File: config.mk
export PLATFORM = sky130hd
export DESIGN_NAME = bit_converter_fifo
export DESIGN_NICKNAME = d
export VERILOG_FILES = /design/src/rtl/bit_converter_fifo.sv
export SDC_FILE = /design/constraint.sdc
export NUM_CORES = 1
export LEC_CHECK = 0
export CORE_MARGIN = 3
export CORE_UTILIZATION = 50
export DETAILED_ROUTE_END_ITERATION = 6
export PLACE_DENSITY_LB_ADDON = 0.05
export SLEW_MARGIN = 30
export SYNTH_ARGS = -nofsm -noshare
export SYNTH_HDL_FRONTEND = slang
export SYNTH_SLANG_ARGS = --single-unit
File: constraint.sdc
create_clock -name CLK -period 3.6 [get_ports CLK]
set_clock_uncertainty 0.05 [all_clocks]
set_input_delay 1.08 -clock CLK [delete_from_list [all_inputs] [get_ports CLK]]
set_output_delay 1.08 -clock CLK [all_outputs]
set_load 0.02 [all_outputs]
File: src/rtl/bit_converter_fifo.sv
// Activation bit-place converter: buffers 8-bit values, then emits the index of
// every set bit (LSB first) into a first-word-fall-through bit-place FIFO.
module bit_converter_fifo #(
    parameter int unsigned VAL_DEPTH = 16,
    parameter int unsigned POS_DEPTH = 16
) (
    input  logic       CLK,
    input  logic       RSTN,
    input  logic [7:0] ActValuesFIFOWriteDataIn,
    input  logic       ActValuesFIFOWriteEnable,
    input  logic       ActBitPlacesFIFOReadEnable,
    output logic       ActValuesFIFOWriteReady,
    output logic       ActBitPlacesFIFOReadReady,
    output logic [2:0] ActBitPlacesFIFOReadDataOut
);

    localparam int unsigned VAL_AW = $clog2(VAL_DEPTH);
    localparam int unsigned POS_AW = $clog2(POS_DEPTH);
    localparam int unsigned DATA_W = 8;
    localparam int unsigned IDX_W  = 3;

    typedef enum logic {
        IDLE    = 1'b0,
        CONVERT = 1'b1
    } state_e;

    // ---------------- value FIFO ----------------
    logic [DATA_W-1:0] val_mem [VAL_DEPTH];
    logic [VAL_AW:0]   val_wr_q, val_rd_q;
    logic              val_empty, val_full, val_push, val_pop;
    logic [DATA_W-1:0] val_head;

    // Extra MSB on each pointer separates full from empty when low bits match.
    assign val_empty = (val_wr_q == val_rd_q);
    assign val_full  = (val_wr_q[VAL_AW] != val_rd_q[VAL_AW]) &&
                       (val_wr_q[VAL_AW-1:0] == val_rd_q[VAL_AW-1:0]);
    assign val_push  = ActValuesFIFOWriteEnable && !val_full;
    assign val_head  = val_mem[val_rd_q[VAL_AW-1:0]];

    always_ff @(posedge CLK) begin
        if (val_push) begin
            val_mem[val_wr_q[VAL_AW-1:0]] <= ActValuesFIFOWriteDataIn;
        end
    end

    always_ff @(posedge CLK or negedge RSTN) begin
        if (!RSTN) begin
            val_wr_q <= '0;
            val_rd_q <= '0;
        end else begin
            if (val_push) val_wr_q <= val_wr_q + (VAL_AW+1)'(1);
            if (val_pop)  val_rd_q <= val_rd_q + (VAL_AW+1)'(1);
        end
    end

    // ---------------- bit-place FIFO ----------------
    logic [IDX_W-1:0] pos_mem [POS_DEPTH];
    logic [POS_AW:0]  pos_wr_q, pos_rd_q;
    logic             pos_empty, pos_full, pos_push, pos_pop;
    logic [IDX_W-1:0] pos_din;

    assign pos_empty = (pos_wr_q == pos_rd_q);
    assign pos_full  = (pos_wr_q[POS_AW] != pos_rd_q[POS_AW]) &&
                       (pos_wr_q[POS_AW-1:0] == pos_rd_q[POS_AW-1:0]);
    assign pos_pop   = ActBitPlacesFIFOReadEnable && !pos_empty;

    always_ff @(posedge CLK) begin
        if (pos_push) begin
            pos_mem[pos_wr_q[POS_AW-1:0]] <= pos_din;
        end
    end

    always_ff @(posedge CLK or negedge RSTN) begin
        if (!RSTN) begin
            pos_wr_q <= '0;
            pos_rd_q <= '0;
        end else begin
            if (pos_push) pos_wr_q <= pos_wr_q + (POS_AW+1)'(1);
            if (pos_pop)  pos_rd_q <= pos_rd_q + (POS_AW+1)'(1);
        end
    end

    // ---------------- converter ----------------
    state_e            state_q;
    logic [DATA_W-1:0] rem_q;
    logic [DATA_W-1:0] rem_cleared;

    assign val_pop     = (state_q == IDLE) && !val_empty;
    assign pos_push    = (state_q == CONVERT) && !pos_full;
    assign rem_cleared = rem_q & (rem_q - DATA_W'(1));

    // Lowest set bit wins: scan from MSB down so the last hit is the lowest.
    always_comb begin
        pos_din = '0;
        for (int i = DATA_W - 1; i >= 0; i--) begin
            if (rem_q[i]) pos_din = IDX_W'(i);
        end
    end

    always_ff @(posedge CLK or negedge RSTN) begin
        if (!RSTN) begin
            state_q <= IDLE;
            rem_q   <= '0;
        end else begin
            case (state_q)
                IDLE: begin
                    if (val_pop && (val_head != '0)) begin
                        rem_q   <= val_head;
                        state_q <= CONVERT;
                    end
                end
                CONVERT: begin
                    if (pos_push) begin
                        rem_q <= rem_cleared;
                        if (rem_cleared == '0) state_q <= IDLE;
                    end
                end
                default: begin
                    state_q <= IDLE;
                    rem_q   <= '0;
                end
            endcase
        end
    end

    // ---------------- outputs ----------------
    assign ActValuesFIFOWriteReady     = !val_full;
    assign ActBitPlacesFIFOReadReady   = !pos_empty;
    assign ActBitPlacesFIFOReadDataOut = pos_empty ? IDX_W'(0) : pos_mem[pos_rd_q[POS_AW-1:0]];

endmodule

==> results of run 1 <==
-- stage by stage --
stage | util (%) | instance area (um2) | setup slack (ps) | std cells | hold slack, ps
floorplan | - | 8720 | 332 | 519 | 412
global placement | 54.9 | 9230 | 307 | 751 | 425
detailed placement | 54.9 | 9230 | 281 | 751 | 430
CTS | 58.7 | 9870 | 3.71 | 790 | 441
global route | 58.8 | 9890 | 28.0 | 792 | 457
finish | 58.8 | 9890 | 142 | 792 | 439
-- timing repair --
action                     4_1_cts  5_1_grt
gates resized for setup          8        3
setup endpoints to repair        5        3
pin swaps                        1        0
buffers inserted                 0        2
-- layer usage --
layer / up-vias / wire (um) / global-route usage (%)
met5: - / 0 / 0
met4: 0 / 446 / 5.62
met3: 31 / 579 / 2.80
met2: 73 / 9460 / 33.6
met1: 2299 / 7000 / 22.8
li1: 2101 / - / -
-- placed cells by master, fill, tap and decap left out, types with 13 or more instances in the layout --
cell type / n
edfxtp_1: 176
mux4_2: 26
buf_4: 25
and2_1: 24
dfrtp_1: 24
clkbuf_16: 22
nor2_1: 21
nand2_1: 18
mux2i_1: 16
inv_1: 14
xnor2_1: 14
mux2_2: 14
xor2_1: 13
-- logic make-up (layout without fill, tap and decap cells) --
logic type / Yosys count / in the layout
flip-flops: 205 / 205
AND/OR/NAND/NOR: 112 / 112
multiplexers: 66 / 66
AO/OA/AOI/OAI: 56 / 56
buffers and inverters: 42 / 95
XOR/XNOR: 27 / 27
adder cells (fa/ha/maj): 11 / 11
-- worst min-delay path by stage --
stage          slack [ps]          end         from
2_1_floorplan         410  val_wr_q[4]  val_wr_q[4]
3_3_place_gp          430  val_wr_q[4]  val_wr_q[4]
3_5_place_dp          430  val_wr_q[4]  val_wr_q[4]
4_1_cts               440  val_wr_q[4]  val_wr_q[4]
5_1_grt               460  val_wr_q[4]  val_wr_q[4]
6_report              440  val_wr_q[4]  val_wr_q[4]
-- registers in the layout, summed over array words and instances, names as in the netlist --
register,cells
val_mem,128
pos_mem,48
rem_q,8
pos_rd_q,5
pos_wr_q,5
val_rd_q,5
val_wr_q,5
state_q,1
-- cell type report --
cell class | count | area, um2 | share of cell area, %
inverter | 15 | 56.3 | 0.569
tap | 220 | 275 | 2.78
timing repair buffer | 41 | 342 | 3.45
sequential | 205 | 6020 | 60.8
clock buffer | 28 | 573 | 5.79
clock inverter | 11 | 63.8 | 0.645
multi-input combinational | 272 | 2560 | 25.9
-- where the power goes --
part | switching, mW | internal [mW]
clock | 0.861 | 1.13
combinational | 1.58 | 1.30
sequential | 0.421 | 3.14
total | 2.86 | 5.56
==> results.toml, run 1 <==
[clock_tree]
hold_buffers = 0
cts_root_buf = "clkbuf_16"
numCtsBuffers = 22
worstSkewPairLatency_ps = 510
clk_pin_slew_ps = 60
clock-sinks = 205
cts.htree.levels = 1
cts_max_path_buffers = 3
tritoncts = "built"

[synth]
synthSimpleGateAreaFrac_pct = 6.87
synth_fa_ha_area_share_pct = 1.55
yosysMostFrequentCell = "edfxtp_1"
synth_top_area_share_pct = 60.6
syn-cell-area_mm2 = 0.00872
ys_types = 52
yosys.area.top_type = "edfxtp_1"
synth_xor_area_share_pct = 2.71
synthTopCellsByCount = "edfxtp_1, dfrtp_1, mux4_2"
seq_area_frac_synth_pct = 68.9
synth_mux_area_share_pct = 13.4
async_reset_ff_share_pct = 14.1
synth_compound_area_share_pct = 4.42
synth_top_family_by_area = "multiplexers"
netlist_instances = 519
synthFlopType = "edfxtp_1"
synth_warnings = 0
ys_seq_elements = 205
synth_enable_flop_cells = 176
syn_area_per_cell_um2 = 16.8
yosys-top-cells-area = "edfxtp_1, dfrtp_1, mux4_2, mux4_1, mux2i_1"
synth_nets = 541

[global_routing]
grt_pass1_wl_mm = 27.2
first_global_vias = 4590
antenna_found_initial = 0
track_usage_pct = 18.5
grt_overflow_total = 0
grt_max_degree = 24

[sta]
grt_setup_unrepaired = "no"
max_freq_mhz = 289
hold_viol_final = 0
slew_headroom_pct = 41.1
worstMarginPinSlew_ps = 883
min_period_over_period_pct = 96.1
period_needed_ps = 3460
final_max_slew_viol_count = 0
tns_ps = 0
setup_viol = 0

[power_and_ir_drop]
irDropWorstVdd_v = 0.000412
power.leakage_nw = 3.44
power_mw = 8.43
power_density_mw_per_mm2 = 852

[critical_path]
r2r_slack_ps = 600
cp.depth = 4
r2r_end = "rem_q[4]"
crit_family = "flip-flops"
path_cells = "xor2_1, nor4_2, nand2b_1, clkdlybuf4s50_1"
start_kind = "flop"
criticalPathCategory = "reg -> out"
arrival_ps = 2330
cp.required_ps = 2470
path_buf_inv = 1
crit_path_end = "ActValuesFIFOWriteReady"
crit_fanout = 13
ff2ff_path_depth = 8
cpPeakStageDelay_ps = 600
critPathSlowestCell = "dfrtp_4"
setup.worst_path.end_class = "output pin"
reg2reg_from = "val_rd_q[0]"
crit_start = "val_rd_q[0]"

[layout]
drive_above_1_share_pct = 19.6
fill_cells = 1312
nets = 579
area_growth_pct = 13.4
antennaDiodeCount = 0

[drt]
first_pass_iters = 4
wire_per_inst_um = 22.1
drtIter0Drc = 295
drc_errors = 0
vias_per_cell = 5.69
routed_wl_mm = 17.5
ant_nets = 0
num_vias = 4504

[floorplanning]
row_count = 47
die_w_um = 138
core_area_mm2 = 0.0168
die_y_um = 138
die-area_mm2 = 0.0191
io_pins = 17
start_util_pct = 51.9

[job]
cap_violations = 0

[place]
place_hpwl_mm = 12.0
gp_congestion = 0.809
io_buffer_count = 16

[min_path]
holdPathStages = 1
holdCritPathClass = "reg -> reg"

[status]
status = "complete, no violations"
No activity file was read; power rests on OpenSTA's default activity.
==> run 2, diff against run 1 <==
- clock period: 3.6 -> 4.3 ns (I/O delays scaled with it)
==> results.toml, run 2 (same netlist as run 1, synthesis figures left out) <==
[clock_tree]
cts_root_buf = "clkbuf_16"
clock-sinks = 205
tritoncts = "built"
worstSkewPairLatency_ps = 500
numCtsBuffers = 22
cts_max_path_buffers = 3
clk_pin_slew_ps = 60
hold_buffers = 0
cts.htree.levels = 1

[sta]
grt_setup_unrepaired = "no"
final_max_slew_viol_count = 0
whs_ps = 441
slew_headroom_pct = 50.9
min_period_over_period_pct = 95.2
tns_ps = 0
hold_viol_final = 0
setup_viol = 0
period_needed_ps = 4090
max_freq_mhz = 244
setup_ws_ps = 207
worstMarginPinSlew_ps = 733

[power_and_ir_drop]
comb_power_share_pct = 33.1
power_density_mw_per_mm2 = 721
irDropWorstVdd_v = 0.000481
intPower_mw = 4.72
power.switching_mw = 2.37
power_mw = 7.09
p_seq_share_pct = 42.2
clockPowerShare_pct = 24.8
power.leakage_nw = 3.41
power.share.switching_pct = 33.5

[layout]
final_core_util_pct = 58.5
stdcell_count = 782
area_growth_pct = 12.8
most-common-layout-cells = "edfxtp_1, mux4_2, dfrtp_1"
nets = 569
drive_above_1_share_pct = 17.4
stdcell_area_mm2 = 0.00984
largest_register_ffs = 128
final_common_cell = "edfxtp_1"
antennaDiodeCount = 0
fill_cells = 1321

[global_routing]
track_usage_pct = 18.6
grt_util_met1_pct = 22.6
grt_pass1_wl_mm = 27.5
grt_overflow_total = 0
busiest_layer = "met2"
first_global_vias = 4737
grt_max_degree = 44
antenna_found_initial = 0
met3_usage_pct = 2.94
met2_usage_pct = 33.8

[drt]
wire_per_inst_um = 22.7
routed_wl_mm = 17.7
drc_errors = 0
first_pass_iters = 4
num_vias = 4514
vias_per_cell = 5.77
drtIter0Drc = 328
ant_nets = 0

[place]
gp_congestion = 0.792
place_hpwl_mm = 11.8
dp_slack_ps = 473
io_buffer_count = 16
placed_area_mm2 = 0.00917
placedCellCount = 743

[job]
cap_violations = 0

[critical_path]
arrival_ps = 2750
crit_start = "pos_rd_q[0]"
criticalPathCategory = "reg -> out"
ff2ff_path_depth = 8
r2r_slack_ps = 1060
cp.required_ps = 2960
r2r_end = "rem_q[4]"
setup.worst_path.end_class = "output pin"
crit_fanout = 12
start_kind = "flop"
reg2reg_from = "val_rd_q[0]"

[floorplanning]
die_y_um = 138
io_pins = 17
die_w_um = 138
die-area_mm2 = 0.0191
start_util_pct = 51.9
row_count = 47
core_area_mm2 = 0.0168

[status]
status = "complete, no violations"

[min_path]
hold_path_end = "val_rd_q[4]"
holdPathStages = 1
worstHoldStart = "val_rd_q[4]"
holdCritPathClass = "reg -> reg"
[run 2: changes by cell type in the layout (fill, tap and decap cells not counted), sizes merged]
cell | before | now
dlygate4sd2 | 3 | 0
clkinv | 10 | 6
buf | 26 | 15
clkinvlp | 2 | 1
bufinv | 0 | 1
dlymetal6s2s | 1 | 0
clkdlybuf4s50 | 11 | 16
clkbuf | 28 | 32
[run 2: worst max-delay path by stage]
stage	end	slack, ps	cells after the start
floorplan	ActBitPlacesFIFOReadDataOut[0]	820	5
global placement	ActBitPlacesFIFOReadDataOut[0]	560	5
detailed placement	ActBitPlacesFIFOReadDataOut[1]	470	5
CTS	ActBitPlacesFIFOReadDataOut[1]	170	5
global route	ActBitPlacesFIFOReadDataOut[2]	70	5
finish	ActBitPlacesFIFOReadDataOut[1]	210	5
[run 2: final cells by class]
class	instances	area, um2	share of cell area (%)
sequential	205	6010	61.1
multi-input combinational	272	2550	25.9
clock buffer	32	609	6.19
tap	220	275	2.80
timing repair buffer	31	273	2.77
clock inverter	7	61.3	0.623
inverter	15	56.3	0.572
[run 2: routing by layer]
metal	vias to the layer above	wire (um)
li1	2082	-
met1	2303	7180
met2	92	9300
met3	37	655
met4	0	589
met5	-	0
[run 2: critical path, stage by stage (launching register included)]
cell and delay [ps]:
dfrtp_2 600, buf_4 230, mux4_2 500, a211oi_1 270, a211oi_1 90, clkdlybuf4s50_1 570
[run 2: timing repair]
action	CTS	global route
endpoints found under the setup margin	3	0
resized for setup	1	0
setup buffers	0	0
[run 2: power groups by stage]
stage	clock [mW]	sequential, mW	combinational, mW
5_1_grt	1.88	3.04	2.57
6_report	1.76	2.99	2.35
4_1_cts	1.80	2.99	2.38
2_1_floorplan	0	2.78	1.86
3_3_place_gp	0	3.01	2.34
3_5_place_dp	0	3.03	2.37
==> run 3, diff against run 2 <==
- SLEW_MARGIN: 30 -> not set
==> results.toml, run 3 (same netlist as run 1, synthesis figures left out) <==
[layout]
largest_register_ffs = 128
stdcell_area_mm2 = 0.00987
drive_above_1_share_pct = 17.5
nets = 569
area_growth_pct = 13.2
fill_cells = 1285
final_common_cell = "edfxtp_1"
antennaDiodeCount = 0
most-common-layout-cells = "edfxtp_1, mux4_2, dfrtp_1"

[power_and_ir_drop]
intPower_mw = 4.80
power_mw = 7.15
power_density_mw_per_mm2 = 724
power.share.switching_pct = 32.8
irDropWorstVdd_v = 0.000386
comb_power_share_pct = 32.7
clockPowerShare_pct = 25.6
p_seq_share_pct = 41.8
power.leakage_nw = 3.42
power.switching_mw = 2.35

[critical_path]
criticalPathCategory = "reg -> out"
reg2reg_from = "val_rd_q[0]"
cpPeakStageDelay_ps = 580
crit_top_cell = "a211oi_1"
critPathSlowestCell = "dfrtp_2"
setup.worst_path.end_class = "output pin"
arrival_ps = 2740
path_cells = "buf_4, mux4_2, a211oi_1, a211oi_1, clkdlybuf4s50_1"
ff2ff_path_depth = 8
start_kind = "flop"
crit_family = "buffers and inverters"
cp.required_ps = 2960
r2r_end = "rem_q[4]"
r2r_slack_ps = 1070
path_buf_inv = 2
crit_fanout = 12

[drt]
wire_per_inst_um = 22.3
ant_nets = 0
drc_errors = 0
routed_wl_mm = 17.4
drtIter0Drc = 346
vias_per_cell = 5.70
num_vias = 4439
first_pass_iters = 4

[sta]
whs_ps = 442
slew_headroom_pct = 31.4
setup_ws_ps = 216
setup_viol = 0
max_freq_mhz = 245
grt_setup_unrepaired = "no"
period_needed_ps = 4080
worstMarginPinSlew_ps = 1030
min_period_over_period_pct = 95.0
hold_viol_final = 0
final_max_slew_viol_count = 0
tns_ps = 0

[min_path]
holdCritPathClass = "reg -> reg"
worstHoldStart = "val_rd_q[4]"
hold_path_end = "val_rd_q[4]"
holdPathStages = 1

[floorplanning]
io_pins = 17
die_y_um = 138
row_count = 47
start_util_pct = 51.9
die-area_mm2 = 0.0191
die_w_um = 138
core_area_mm2 = 0.0168

[global_routing]
first_global_vias = 4667
grt_max_degree = 44
busiest_layer = "met2"
grt_pass1_wl_mm = 27.2
antenna_found_initial = 0
track_usage_pct = 18.5
met3_usage_pct = 3.18
grt_overflow_total = 0
met2_usage_pct = 32.6
grt_util_met1_pct = 23.0

[place]
place_hpwl_mm = 11.7
placed_area_mm2 = 0.00917
io_buffer_count = 16
dp_slack_ps = 481
gp_congestion = 0.792

[clock_tree]
numCtsBuffers = 22
cts_root_buf = "clkbuf_16"
worstSkewPairLatency_ps = 500
cts.htree.levels = 1
clk_pin_slew_ps = 60
cts_max_path_buffers = 3
tritoncts = "built"
clock-sinks = 205

[job]
cap_violations = 0

[status]
status = "complete, no violations"
## run 3: worst max-delay path by stage
stage               slack [ps]                             end   startpoint  depth (start not counted)
floorplan                  820  ActBitPlacesFIFOReadDataOut[0]  pos_rd_q[0]                          5
global placement           560  ActBitPlacesFIFOReadDataOut[0]  pos_rd_q[0]                          5
detailed placement         480  ActBitPlacesFIFOReadDataOut[1]  pos_rd_q[0]                          5
CTS                        170  ActBitPlacesFIFOReadDataOut[1]  pos_rd_q[0]                          5
global route                20  ActBitPlacesFIFOReadDataOut[1]  pos_rd_q[1]                          5
finish                     220  ActBitPlacesFIFOReadDataOut[1]  pos_rd_q[0]                          5
## run 3: per-stage QoR
stage,util (%),std cells
floorplan,-,519
global placement,54.5,743
detailed placement,54.5,743
CTS,58.7,779
global route,58.7,779
finish,58.7,779
## run 3: worst register-to-register path, stage by stage, from the launching register on
cell and delay [ps]:
dfrtp_2 490, buf_4 450, mux4_1 630, mux2i_1 320, o211ai_1 140, o41a_1 440, o21ai_2 340, a22oi_1 160
o22ai_1 130
## run 3: area by class of cell
class | count | area, um2 | share of cell area [%]
Sequential cell | 205 | 6010 | 60.9
Multi-Input combinational cell | 272 | 2550 | 25.8
Clock buffer | 30 | 622 | 6.30
Tap cell | 220 | 275 | 2.79
Timing Repair Buffer | 31 | 273 | 2.76
Clock inverter | 6 | 83.8 | 0.849
Inverter | 15 | 56.3 | 0.570
## run 3: per-layer routing
metal / share of wire (%) / vias up
met5: 0 / -
li1: - / 2076
met1: 40 / 2229
met3: 4.5 / 37
met2: 53 / 97
met4: 3.0 / 0
## run 3: power by group through the flow
stage,Clock (mW),Sequential [mW],Combinational [mW]
after global routing,1.95,3.03,2.57
after global placement,0,3.01,2.34
final,1.83,2.99,2.33
after floorplan,0,2.78,1.86
after detailed placement,0,3.02,2.37
after CTS,1.88,2.99,2.37
## run 3: repair_timing
action,CTS,global route
endpoints found under the setup margin,3,0
hold buffers,0,0
resized for setup,1,0
setup buffers,0,0
==> edit (flow settings as in run 3) <==
The parameter `VAL_DEPTH` goes from 16 to 32.
--- a/src/rtl/bit_converter_fifo.sv
+++ b/src/rtl/bit_converter_fifo.sv
@@ -3,3 +3,3 @@
 module bit_converter_fifo #(
-    parameter int unsigned VAL_DEPTH = 16,
+    parameter int unsigned VAL_DEPTH = 32,
     parameter int unsigned POS_DEPTH = 16
Check against the original RTL: same outputs for any inputs over 4 cycles, from zero or initial values and one cycle with RSTN low; that may be too few to reach the edited logic, so the function may still have changed.
==> edit against run 3 <==
  * Sequential cell count grew 130
  * Cell count up 54%
  * Setup slack got worse by 0.089 ns
  * Sequential power up 50%
  * Power is 50% higher
  * Area after synthesis up 58%
  * Final area grew 59%
  * Wire length rose by 72%
  * Critical endpoint is now ActBitPlacesFIFOReadDataOut[0]
  * Largest cell class unchanged
==> edit: results (changes against run 3) <==
* Leakage power figure at 5.23 nW (was 3.42 nW)
* Final-layout worst hold slack at 0.459 ns (was 0.442 ns)
* Via density per instance at 5.99 (was 5.70)
* Area post-placement at 14600 um^2 (was 9170 um^2)
* Final estimated routing congestion in global placement at 0.828 (was 0.792)
* Met2 track utilization from global routing at 33.5% (was 32.6%)
* Startpoint of the lowest-slack hold path: pos_rd_q[4] (was val_rd_q[4])
* Layout fillers at 2064 (was 1285)
* Global-route track usage on met3 at 3.38% (was 3.18%)
* Max rail drop VDD at 0.348 mV (was 0.386 mV)
* Overall global routing resource usage at 20.9% (was 18.5%)
* Number of global-route vias before repair at 7359 (was 4667)
* Status: complete, no violations (unchanged)
* Pre-CTS setup slack at 0.384 ns (was 0.481 ns)
* Cell total after placement at 1140 (was 743)
* CP Capture Point: ActBitPlacesFIFOReadDataOut[0] (was ActBitPlacesFIFOReadDataOut[1])
* Terminating pin of the worst hold path: pos_rd_q[4] (was val_rd_q[4])
* Finished Core Util at 58.1% (was 58.7%)
* Most frequent cells after synthesis: sky130_fd_sc_hd__edfxtp_1, sky130_fd_sc_hd__nor2_1, sky130_fd_sc_hd__mux4_2 (was sky130_fd_sc_hd__edfxtp_1, sky130_fd_sc_hd__dfrtp_1, sky130_fd_sc_hd__mux4_2)
* Routed length on met3 at 1660 um (was 790 um)
* Wire length on met1 at 13200 um (was 6900 um)
* Met1 demand-to-capacity share in global routing at 30.4% (was 23.0%)
* Number of synthesized flops with an enable pin at 304 (was 176)
* Nets@finish at 859 (was 569)
* Count of mapped cells out of synthesis at 777 (was 519)
* Cts bufs inserted at 36 (was 22)
* Routed wire length on met2 at 14400 um (was 9200 um)
* Sequential cell area fraction in the yosys report at 71.7% (was 68.9%)
* Cts repair resizes at 0 (was 1)
* H-tree depth reported by CTS at 2 (was 1)
* Starting DRT DRC Count at 570 (was 346)
[edit: changes by cell type after synthesis, sizes merged, moves of 15 or more]
cell	delta
nor2	+32
and2	-21
buf	+15
edfxtp	+128
mux4	+24
nand2	+24
[edit: final cells by class]
type,count,share of cell area (%)
flip-flops and latches,335,63.1
clock buffers,43,6.11
well taps,341,2.72
repair buffers,69,3.56
clock inverters,18,1.11
inverters,8,0.191
multi-input cells,387,23.2
[edit: cells by family (layout without fill, tap and decap cells)]
group           Yosys count  in the layout  share of synthesized area (%)
fa+ha+maj                11             11                          0.979
compound gates           82             82                           4.62
buf+inv                  55            138                           1.95
simple gates            161            161                           5.47
mux                     104            104                           13.4
xor+xnor                 29             29                           1.84
flops                   335            335                           71.7
[edit: worst max-delay path, delay by kind of cell (launching register included)]
family / cells / cell delay, ns
simple gates: 1 / 0.17
mux: 2 / 1.02
buf+inv: 2 / 0.80
flops: 1 / 0.33
